$ cat src/rtl/csi2_llp_packet_parser.sv
// CSI-2 low-level packet parser.
// Collects the 4-byte packet header (DI, WC LSB, WC MSB, ECC) and checks it
// with the CSI-2 Hamming ECC. Forwards long-packet payload and verifies the
// trailing CRC-16 (reflected 0x8408, seed 0xFFFF).
// Optional feature macro: CSI2_ECC_CORRECT_EN. When it is defined, single-bit
// header errors are corrected. When it is undefined, any nonzero syndrome is
// fatal and the header is left unmodified.
module csi2_llp_packet_parser #(
    parameter logic [15:0] MAX_WC = 16'hFFFF
) (
    input  logic        clk,
    input  logic        reset,
    input  logic [7:0]  byte_in,
    input  logic        byte_valid,
    input  logic        pkt_start,
    output logic [1:0]  vc,
    output logic [7:0]  id,
    output logic [15:0] wc,
    output logic [7:0]  data_in_llp,
    output logic        data_valid,
    output logic        ecc_error1,
    output logic        ecc_error2,
    output logic        crc_detect,
    output logic        pkt_done
);

    typedef enum logic [2:0] {
        S_IDLE, S_HDR, S_CHECK, S_PAYLOAD, S_CRC_LO, S_CRC_HI, S_DONE
    } state_t;

    state_t      state;
    logic [1:0]  hdr_idx;
    logic [7:0]  di_r, wcl_r, wch_r, ecc_r, crc_lo_r;
    logic [15:0] crc_r;
    logic [16:0] byte_cnt;

    logic [23:0] hdr_d;
    logic [23:0] chk_hdr;
    logic [5:0]  syn;
    logic        chk_err1;
    logic        chk_err2;

    // Syndrome produced by a single flipped header data bit (parity columns).
    function automatic logic [5:0] ecc_col(input logic [4:0] i);
        case (i)
            5'd0:  ecc_col = 6'h07;
            5'd1:  ecc_col = 6'h0B;
            5'd2:  ecc_col = 6'h0D;
            5'd3:  ecc_col = 6'h0E;
            5'd4:  ecc_col = 6'h13;
            5'd5:  ecc_col = 6'h15;
            5'd6:  ecc_col = 6'h16;
            5'd7:  ecc_col = 6'h19;
            5'd8:  ecc_col = 6'h1A;
            5'd9:  ecc_col = 6'h1C;
            5'd10: ecc_col = 6'h23;
            5'd11: ecc_col = 6'h25;
            5'd12: ecc_col = 6'h26;
            5'd13: ecc_col = 6'h29;
            5'd14: ecc_col = 6'h2A;
            5'd15: ecc_col = 6'h2C;
            5'd16: ecc_col = 6'h31;
            5'd17: ecc_col = 6'h32;
            5'd18: ecc_col = 6'h34;
            5'd19: ecc_col = 6'h38;
            5'd20: ecc_col = 6'h1F;
            5'd21: ecc_col = 6'h2F;
            5'd22: ecc_col = 6'h37;
            5'd23: ecc_col = 6'h3B;
            default: ecc_col = 6'h00;
        endcase
    endfunction

    function automatic logic [5:0] ecc_parity(input logic [23:0] d);
        logic [5:0] p;
        p = 6'h00;
        for (int i = 0; i < 24; i++) begin
            if (d[i]) p = p ^ ecc_col(5'(i));
        end
        return p;
    endfunction

    // One byte of the reflected CRC-16, least significant bit first.
    function automatic logic [15:0] crc_byte(input logic [15:0] c, input logic [7:0] b);
        logic [15:0] n;
        logic        fb;
        n = c;
        for (int i = 0; i < 8; i++) begin
            fb = n[0] ^ b[i];
            n  = {1'b0, n[15:1]};
            if (fb) n = n ^ 16'h8408;
        end
        return n;
    endfunction

    // Header check: syndrome, optional single-bit correction, error classification.
    always_comb begin
        hdr_d = {wch_r, wcl_r, di_r};
        syn   = ecc_parity(hdr_d) ^ ecc_r[5:0];
`ifdef CSI2_ECC_CORRECT_EN
        begin
            logic col_hit;
            col_hit = 1'b0;
            chk_hdr = hdr_d;
            for (int i = 0; i < 24; i++) begin
                if (syn == ecc_col(5'(i))) begin
                    col_hit    = 1'b1;
                    chk_hdr[i] = ~hdr_d[i];
                end
            end
            chk_err1 = col_hit | $onehot(syn);
            chk_err2 = (syn != 6'h00) && !col_hit && !$onehot(syn);
        end
`else
        chk_hdr  = hdr_d;
        chk_err1 = 1'b0;
        chk_err2 = (syn != 6'h00);
`endif
        chk_err2 = chk_err2 | (ecc_r[7:6] != 2'b00)
                 | ({1'b0, chk_hdr[23:8]} > {1'b0, MAX_WC});
    end

    // Packet state machine with registered outputs; pkt_start always restarts the header.
    always_ff @(posedge clk or negedge reset) begin
        if (!reset) begin
            state       <= S_IDLE;
            hdr_idx     <= 2'd0;
            di_r        <= 8'h00;
            wcl_r       <= 8'h00;
            wch_r       <= 8'h00;
            ecc_r       <= 8'h00;
            crc_lo_r    <= 8'h00;
            crc_r       <= 16'hFFFF;
            byte_cnt    <= 17'd0;
            vc          <= 2'd0;
            id          <= 8'hFF;
            wc          <= 16'h0000;
            data_in_llp <= 8'h00;
            data_valid  <= 1'b0;
            ecc_error1  <= 1'b0;
            ecc_error2  <= 1'b0;
            crc_detect  <= 1'b0;
            pkt_done    <= 1'b0;
        end else begin
            data_valid <= 1'b0;
            pkt_done   <= 1'b0;
            if (byte_valid && pkt_start) begin
                di_r    <= byte_in;
                hdr_idx <= 2'd0;
                crc_r   <= 16'hFFFF;
                state   <= S_HDR;
            end else begin
                case (state)
                    S_IDLE: ;
                    S_HDR: begin
                        if (byte_valid) begin
                            case (hdr_idx)
                                2'd0: begin
                                    wcl_r   <= byte_in;
                                    hdr_idx <= 2'd1;
                                end
                                2'd1: begin
                                    wch_r   <= byte_in;
                                    hdr_idx <= 2'd2;
                                end
                                default: begin
                                    ecc_r <= byte_in;
                                    state <= S_CHECK;
                                end
                            endcase
                        end
                    end
                    S_CHECK: begin
                        vc         <= chk_hdr[7:6];
                        id         <= {2'b00, chk_hdr[5:0]};
                        wc         <= chk_hdr[23:8];
                        ecc_error1 <= chk_err1;
                        ecc_error2 <= chk_err2;
                        crc_detect <= 1'b0;
                        byte_cnt   <= 17'd0;
                        if (chk_hdr[5:0] <= 6'h0F) begin
                            state    <= S_DONE;
                            pkt_done <= 1'b1;
                        end else if (chk_hdr[23:8] == 16'h0000) begin
                            state <= S_CRC_LO;
                        end else if (chk_err2) begin
                            state    <= S_DONE;
                            pkt_done <= 1'b1;
                        end else begin
                            state <= S_PAYLOAD;
                        end
                    end
                    S_PAYLOAD: begin
                        if (byte_valid) begin
                            data_in_llp <= byte_in;
                            data_valid  <= 1'b1;
                            crc_r       <= crc_byte(crc_r, byte_in);
                            byte_cnt    <= byte_cnt + 17'd1;
                            if (byte_cnt + 17'd1 == {1'b0, wc}) state <= S_CRC_LO;
                        end
                    end
                    S_CRC_LO: begin
                        if (byte_valid) begin
                            crc_lo_r <= byte_in;
                            state    <= S_CRC_HI;
                        end
                    end
                    S_CRC_HI: begin
                        if (byte_valid) begin
                            crc_detect <= ({byte_in, crc_lo_r} != crc_r);
                            state      <= S_DONE;
                            pkt_done   <= 1'b1;
                        end
                    end
                    S_DONE: begin
                        crc_r <= 16'hFFFF;
                        state <= S_IDLE;
                    end
                    default: state <= S_IDLE;
                endcase
            end
        end
    end

endmodule

$ cat config.mk
export PLATFORM = sky130hd
export DESIGN_NAME = csi2_llp_packet_parser
export DESIGN_NICKNAME = d
export VERILOG_FILES = /design/src/rtl/csi2_llp_packet_parser.sv
export SDC_FILE = /design/constraint.sdc
export NUM_CORES = 1
export LEC_CHECK = 0
export BUFFER_PORTS_ARGS = -buffer_cell sky130_fd_sc_hd__buf_4
export CORE_MARGIN = 2
export CORE_UTILIZATION = 35
export CTS_CLUSTER_DIAMETER = 60
export DETAILED_ROUTE_END_ITERATION = 10
export GPL_TIMING_DRIVEN = 0
export HOLD_SLACK_MARGIN = 0.06
export PLACE_DENSITY = 0.52
export SLEW_MARGIN = 20
export SYNTH_ARGS = -nofsm -noshare
export SYNTH_HDL_FRONTEND = slang
export SYNTH_SLANG_ARGS = --single-unit
$ cat constraint.sdc
create_clock -name clk -period 2.58 [get_ports clk]
set_clock_uncertainty 0.05 [all_clocks]
set_input_delay 0.258 -clock clk [delete_from_list [all_inputs] [get_ports clk]]
set_output_delay 0.258 -clock clk [all_outputs]
set_load 0.05 [all_outputs]
==> results of run 1 <==
## worst max-delay path, stage by stage (launching register included)
cell and delay, ps:
sky130_fd_sc_hd__dfrtp_2 440, sky130_fd_sc_hd__xnor3_2 400, sky130_fd_sc_hd__xnor3_1 210, sky130_fd_sc_hd__or4_1 500, sky130_fd_sc_hd__mux2i_2 190, sky130_fd_sc_hd__o221ai_2 170, sky130_fd_sc_hd__buf_4 160, sky130_fd_sc_hd__mux2_1 280
## per-stage QoR
step / util (%) / worst slack (ps)
final: 45.0 / 63.8
after floorplan: - / 41.0
after global routing: 45.0 / -65.9
after detailed placement: 39.7 / -565
after CTS: 44.2 / 5.91
after global placement: 39.4 / -532
## what timing repair did
| action | 4_1_cts | 5_1_grt |
|---|---|---|
| gates resized for setup | 23 | 24 |
| pin swaps | 10 | 9 |
| gates cloned | 0 | 1 |
| setup endpoints to repair | 9 | 23 |
| setup buffers | 7 | 6 |
| endpoints found under the hold margin | 38 | 0 |
| hold buffers | 2 | 0 |
## worst min-delay path by stage
stage | endpoint | cells after the start | slack [ps] | from
after detailed placement | byte_cnt[15] | 1 | 140 | reset
after global routing | data_in_llp[1] | 3 | 260 | byte_in[1]
final | data_in_llp[1] | 3 | 230 | byte_in[1]
after floorplan | byte_cnt[0] | 0 | -90 | reset
after global placement | data_in_llp[0] | 2 | 420 | data_in_llp[0]
after CTS | data_in_llp[1] | 3 | 240 | byte_in[1]
## power by group through the flow
stage | logic, mW | registers (mW) | clock network [mW]
floorplan | 2.60 | 3.64 | 0
global placement | 4.25 | 3.02 | 0
detailed placement | 4.30 | 3.03 | 0
CTS | 4.43 | 3.00 | 2.54
global route | 5.02 | 3.07 | 2.62
finish | 4.68 | 2.99 | 2.49
## layer usage
metal | wire, um | vias up
met5 | 0 | -
li1 | - | 2212
met4 | 235 | 0
met2 | 8250 | 96
met1 | 7540 | 2363
met3 | 688 | 18
## logic make-up (layout without fill, tap and decap cells)
group	Yosys count	after routing	share of synthesized area, %
AND/OR/NAND/NOR	174	175	14.3
flip-flops	115	115	46.3
XOR/XNOR	97	97	15.9
AO/OA/AOI/OAI	93	93	8.93
multiplexers	61	61	10.9
buffers and inverters	46	135	3.05
adder cells (fa/ha/maj)	3	3	0.598
other	1	1	0.0598
## placed cells by master (no fill, tap or decap), drive strengths merged, types with 4 or more instances in the layout
cell type and n:
o21ai 42, dfstp 23, xor2 17, clkinv 4
inv 11, mux2 58, buf 63, o31ai 6
nor2 36, xnor2 70, or3 4, dfrtp 92
o22a 5, and3 7, nor3 12, nand4 10
nand2 61, clkbuf 51, nand3 15, xnor3 9
nand2b 7, a21oi 22, nor4 11
## registers in the layout (all words and copies together) (netlist names), 3 cells and up
signal	cells
di_r	8
byte_cnt	17
state	3
wch_r	8
data_in_llp	8
ecc_r	8
wcl_r	8
crc_r	16
crc_lo_r	8
wc	16
id	7
## area by class of cell
| cell class | count | area [sq um] | share of cell area, % |
|---|---|---|---|
| Inverter | 11 | 41.3 | 0.527 |
| Timing Repair Buffer | 58 | 464 | 5.92 |
| Sequential cell | 115 | 2920 | 37.3 |
| Clock buffer | 24 | 502 | 6.40 |
| Tap cell | 225 | 282 | 3.59 |
| Clock inverter | 8 | 125 | 1.60 |
| Multi-Input combinational cell | 430 | 3340 | 42.6 |
| Buffer | 34 | 160 | 2.04 |
==> results.md, run 1 <==
- The area share of the largest cell type after synthesis is 36.7%.
- By area the synthesized netlist is led by sky130_fd_sc_hd__dfrtp_1 37%, sky130_fd_sc_hd__mux2_2 10%, sky130_fd_sc_hd__dfstp_2 9.6%.
- The die is 138 um wide.
- The switching fraction of total power is 38.8%.
- After detailed routing, the number of remaining DRC violations is 0.
- The type of destination of the critical path is a flop.
- The first global-routing pass estimated 26200 um of wire.
- The average cell area after synthesis is 10.6 sq um.
- The launching point of the worst reg2reg path is di_r[2].
- The maximum number of pins on one net before global-route repair is 79.
- The final period utilization is 97.5%.
- The global routing usage on met1 is 23.9%.
- The most heavily used metal layer in global routing is met2.
- The count of H-tree levels built during CTS is 4.
- The clock sink count is 115.
- The number of detailed-route iterations in the first pass is 4.
- The part of the power in combinational logic is 46.0%.
- At the end of routability-driven placement, the weighted congestion stood at 0.851.
- The netlist uses 62 different library cells.
- In this run the remaining antenna-violating nets after routing total 0.
- The achievable frequency is 0.397 GHz.
- Total power for the finished layout comes to 10.2 mW.
- The floorplan step defined a core boundary enclosing 17400 sq um.
- The placed wire-length estimate after detailed placement is 11500 um.
- Subtracting the final worst setup slack from the clock period gives 2520 ps.
- In the global route stage, met3 resource usage came out at 4.68%.
- Synthesis inferred 115 register bits.
- The instance area after placement is 6910 sq um.
- Setup violations remaining at the end of the flow were counted as 0.
- The number of I/O pins is 51.
- The number of global-route vias before repair came to 4712.
- The post-detailed-routing wire length is 16700 um.
- The total overflow reported by the global router is 0.
- The analysis attributes to cell leakage a power of 3.41 nW.
- The critical setup path kind is flop to flop.
- The most critical setup path has its endpoint at ecc_error2.
- The worst hold margin is 234 ps.
- For this design the ratio of total power to cell area is 1290 nW/um^2.
- The worst slew margin relative to its limit is 43.5%.
- The total die area is 19000 sq um.
- The required time of the critical path is 2820 ps.
- For this configuration, the core starts out at a cell density of 36.0%.
- For this run, asynchronously set or reset flops after synthesis account for 100%.
- Clock-pin slew was measured on the worst setup and hold paths at 60 ps.
- The share of the yosys chip area belonging to registers is 46.3%.
- The number of cells after detailed placement is 858.
- The clock passes through at most 2 buffers.
- The clock share of power is 24.5%.
- Summing every instance area after synthesis gives 6280 sq um.
- The source of the critical timing path is di_r[2].
- The number of cells in the finished layout apart from fillers is 905.
- The initial antenna violation count is 0.
- The routing usage on met2 is 30.7%.
- In the synthesized netlist, the cells that appear most often are 92 x sky130_fd_sc_hd__dfrtp_1, 69 x sky130_fd_sc_hd__xnor2_1, 61 x sky130_fd_sc_hd__nand2_1.
- The final net count is 682.
- The library cell used as clock root buffer is sky130_fd_sc_hd__clkbuf_16.
- The net count of the mapped netlist is 605.
- Port buffering added 41 buffers.
- The cell count after synthesis came out at 590.
- In this run the critical register-to-register path is captured at ecc_error2.
- Measured along the y axis, the die boundary spans 138 um.
- The total of fill cells in the finished design is 1689.
- Using the TritonRoute via totals, the vias-per-cell ratio works out to 5.18.
- The cell type contributing the most total cell area after synthesis is sky130_fd_sc_hd__dfrtp_1.
- For flop-to-flop paths, the worst setup slack is 60 ps.
- Setup repair after global routing could not meet its margin everywhere.
- The most frequently used flop master after synthesis is sky130_fd_sc_hd__dfrtp_1.
- By instance count, the leading cell after synthesis is sky130_fd_sc_hd__dfrtp_1.
- In this run the power spent charging and discharging nets is 3.94 mW.
- The run finished with clean final reports.
- The worst-case IR drop observed on VDD is 0.000630 V.
- The number of clock buffers inserted by TritonCTS is 17.
- The hold violation count in the final report is 0.
- Data on the critical path arrives at its endpoint at 2760 ps.
- The synthesized design contains 0 enable-type register cells.
- The actual slew at the worst max-slew pin is 840 ps.
- The setup total negative slack is 0 ps.
- In this run, the number of DRC markers left after iteration 0 of detailed routing was 354.
- The worst register-to-register path has a depth of 7.
- Sequential cells burn 29.5% of the power.
- The routed length per instance is 18.5 um.
- The count of final max-slew check failures is 0.
- The maximum fanout encountered on the critical timing path is 4.
- Global routing consumed, over all layers together, 18.6% of the routing resources.
- Across the run, the number of max-cap violations was 0.
- The count of yosys warnings during synthesis is 0.
- The layout cell share with drive strength beyond 1 is 32.6%.
- The insertion delay to the later sink of the worst-skew pair is 420 ps.
- The finished layout cell area is 7840 sq um.
- The type of the tightest min-delay check is input port to flop.
- From synthesis to final layout, the design area changed by 24.9%.
- The kind of launch point of the worst setup path is a flop.
- Cell internal power was estimated by the tool at 6.21 mW.
- The clock tree from TritonCTS is yes.
- The final route contains 4689 vias.
- 0 antenna diodes ended up in the layout.
- Row generation in the floorplan step produced 48 rows.
(Power assumes the default switching activity.)
==> inputs of run 2 (changes only) <==
==> constraint.sdc (replaced) <==
create_clock -name clk -period 2.58 [get_ports clk]
set_clock_uncertainty 0.05 [all_clocks]
set_input_delay 0.129 -clock clk [delete_from_list [all_inputs] [get_ports clk]]
set_output_delay 0.129 -clock clk [all_outputs]
set_load 0.05 [all_outputs]
==> run 2 against run 1 <==
Net effect:
- first-iteration DRC count down 4.2%
- maximum frequency down 1.5%
- sequential power about the same
- core utilization up 0.17 points
- non-clock buffer count unchanged
- power up 2.3%
- clock-buffer cell count unchanged
- hold slack worse by 130 ps
- sequential share of layout area down 0.14 points
- final cell count unchanged
- highest routed layer unchanged
==> results.md, run 2 (synthesis gave the netlist of run 1 again) <==
- The clock tree from TritonCTS is yes (unchanged).
- Setup repair after global routing missed its margin: yes (unchanged).
- The number of I/O pins is 51 (unchanged).
- The maximum single-stage delay on the critical path was 440 ps (was 500 ps).
- The reg-to-reg endpoint is ecc_error2 (unchanged).
- The post-route minimum period is 2550 ps (was 2520 ps).
- The insertion delay to the later sink of the worst-skew pair is 420 ps (about the same).
- The flop-to-flop setup slack is 30 ps (was 60 ps).
- The first-pass GRT wire length is 26200 um (unchanged).
- The horizontal extent of the die came to 138 um (unchanged).
- The area growth from synthesis to final layout is 25.4% (was 24.9%).
- The count of final max-slew check failures is 0 (unchanged).
- The row count came to 48 (unchanged).
- The count of routing violations after the opening detailed-route iteration came to 339 (was 354).
- The post-detailed-routing wire length came to 16800 um (was 16700 um).
- The number of clock buffers inserted by TritonCTS came to 17 (unchanged).
- The register containing the most flip-flops in the final layout was byte_cnt (unchanged).
- The setup slack of the critical path after layout came to 25.4 ps (was 63.8 ps).
- The endpoint of the most critical setup path is ecc_error2 (unchanged).
- The clock share of power was 24.0% (was 24.5%).
- The initial antenna violation count is 0 (unchanged).
- The total overflow reported by the global router is 0 (unchanged).
- The dominant delay contributor by cell family on the critical path was XOR/XNOR gates (unchanged).
- The count of cells along the worst register-to-register path is 7 (unchanged).
- The setup slack at placement was -565 ps (unchanged).
- The number of port buffers is 41 (unchanged).
- The worst supply voltage drop on vdd is 0.000734 V (was 0.000630 V).
- The maximum fanout encountered on the critical timing path is 4 (unchanged).
- The final estimated routing congestion in global placement came to 0.851 (unchanged).
- The final net count is 682 (unchanged).
- The static leakage power is 3.43 nW (was 3.41 nW).
- The path length in cells of the critical path is 7 (unchanged).
- The worst slew margin relative to its limit came to 44.1% (was 43.5%).
- The launching point of the worst reg2reg path is wcl_r[3] (was di_r[2]).
- Most frequent cells in the layout: 79 x sky130_fd_sc_hd__dfrtp_1, 65 x sky130_fd_sc_hd__xnor2_1, 60 x sky130_fd_sc_hd__nand2_1 (unchanged).
- The total die area was 19000 sq um (unchanged).
- The worst hold margin is 102 ps (was 234 ps).
- The kind of launch point of the worst setup path is a flop (unchanged).
- The number of max-cap violations is 0 (unchanged).
- The placeable core area is 17400 sq um (unchanged).
- The cell area power density came to 1320 nW/um^2 (was 1290 nW/um^2).
- The vertical die dimension is 138 um (unchanged).
- The library cell used as clock root buffer is sky130_fd_sc_hd__clkbuf_16 (unchanged).
- The source of the critical timing path is wcl_r[3] (was di_r[2]).
- The number of cells after detailed placement is 858 (unchanged).
- The maximum number of buffers from clock root to sink is 2 (unchanged).
- The type of destination of the critical path is a flop (unchanged).
- The number of antenna diodes is 0 (unchanged).
- The initial cell density of the core was 36.0% (unchanged).
- The actual slew at the worst max-slew pin is 831 ps (was 840 ps).
- The clock edge transition at the registers on the reported setup and hold paths came to 60 ps (about the same).
- The register share of total power is 29.0% (was 29.5%).
- The type of the tightest min-delay check is input port to flop (unchanged).
- The commonest non-fill, non-tap cell in the layout is sky130_fd_sc_hd__dfrtp_1 (unchanged).
- The number of cells in the finished layout apart from fillers is 905 (unchanged).
- The clock sink count is 115 (unchanged).
- The required time of the critical path is 2830 ps (was 2820 ps).
- The maximum number of pins on one net before global-route repair is 79 (unchanged).
- The achievable frequency came to 0.391 GHz (was 0.397 GHz).
- The worst path arrival time is 2800 ps (was 2760 ps).
- The critical setup path kind is flop to flop (unchanged).
- The switching fraction of total power is 39.3% (was 38.8%).
- The worst hold path stage count is 3 (unchanged).
- The count of H-tree levels built during CTS came to 4 (unchanged).
- The part of the power in combinational logic is 47.1% (was 46.0%).
- The layout cell share with drive strength beyond 1 was 32.8% (was 32.6%).
- The number of detailed-route iterations in the first pass is 5 (was 4).
- The power dissipated by switching net loads is 4.08 mW (was 3.94 mW).
- The final period utilization is 99.0% (was 97.5%).
- The global-route usage over all layers came to 18.6% (unchanged).
- The setup violation total in the final timing report is 0 (unchanged).
- The routed length per instance was 18.6 um (was 18.5 um).
- The via count of the routed design came to 4760 (was 4689).
- Result of the run: completed (unchanged).
- The flip-flop count of the largest register after layout was 17 (unchanged).
- The number of global-route vias before repair is 4712 (unchanged).
- Ordered list of cells on the worst path: xnor3_2 > xnor3_1 > or4_4 > mux2i_4 > o221ai_4 > buf_6 > mux2_4 (was xnor3_2 > xnor3_1 > or4_1 > mux2i_2 > o221ai_2 > buf_4 > mux2_1).
- Biggest regs: byte_cnt x17, crc_r x16, wc x16 (unchanged).
- The buffering stage count on the worst path with inverters included was 1 (unchanged).
- The total DRC errors in the routed layout was 0 (unchanged).
- The internal power consumption is 6.30 mW (was 6.21 mW).
- The hold violation count in the final report is 0 (unchanged).
- The ratio of routed vias to standard cells was 5.26 (was 5.18).
- The number of nets with antenna violations after routing is 0 (unchanged).
- The placed wire-length estimate after detailed placement came to 11500 um (unchanged).
- The cell at the slowest stage of the critical path is sky130_fd_sc_hd__or4_4 (was sky130_fd_sc_hd__or4_1).
==> run 2: layer usage <==
layer	wire, um	GRT usage, %	share of wire, %	vias to the layer above
met5	0	0	0	-
met4	265	6.29	1.6	0
met3	653	4.68	3.9	20
met2	8280	30.7	49	107
met1	7610	23.9	45	2423
li1	-	-	-	2210
==> run 2: power groups by stage <==
stage | logic (mW) | clock network [mW] | registers [mW]
after floorplan | 2.60 | 0 | 3.64
after global placement | 4.25 | 0 | 3.02
after detailed placement | 4.30 | 0 | 3.03
after CTS | 4.43 | 2.54 | 3.00
after global routing | 5.24 | 2.62 | 3.08
final | 4.89 | 2.49 | 3.01
==> run 2: per-stage QoR <==
stage	total power [mW]	area [sq um]	util [%]	TNS [ps]
detailed placement	7.34	6910	39.7	-1700
finish	10.4	7870	45.2	0
global placement	7.27	6870	39.4	-2000
floorplan	6.24	6280	-	0
global route	10.9	7870	45.2	-176
CTS	9.97	7700	44.2	0
==> run 2: tightest hold or removal path: stages <==
cell,delay (ps)
sky130_fd_sc_hd__clkbuf_1,220
sky130_fd_sc_hd__nand2_1,130
sky130_fd_sc_hd__nand2_1,50
==> run 2: how the worst min path moves through the flow <==
stage | slack, ps | from | endpoint
global placement | 330 | pkt_start | hdr_idx[0]
finish | 100 | byte_in[1] | data_in_llp[1]
floorplan | -220 | reset | byte_cnt[0]
CTS | 110 | byte_in[1] | data_in_llp[1]
detailed placement | 10 | reset | byte_cnt[15]
global route | 130 | byte_in[1] | data_in_llp[1]
==> run 2: layout make-up <==
class                      instances  area, sq um
clock buffer                      24          502
tap                              225          282
timing repair buffer              58          468
fill                            1683         9550
clock inverter                     8          125
inverter                          11         41.3
buffer                            34          160
sequential                       115         2920
multi-input combinational        430         3370
==> run 2: what timing repair did <==
action / 4_1_cts / 5_1_grt
resized for setup: 23 / 28
setup endpoints to repair: 9 / 12
cloned: 0 / 1
hold buffers: 2 / 0
pin swaps: 10 / 13
endpoints found under the hold margin: 99 / 0
buffers inserted: 7 / 6
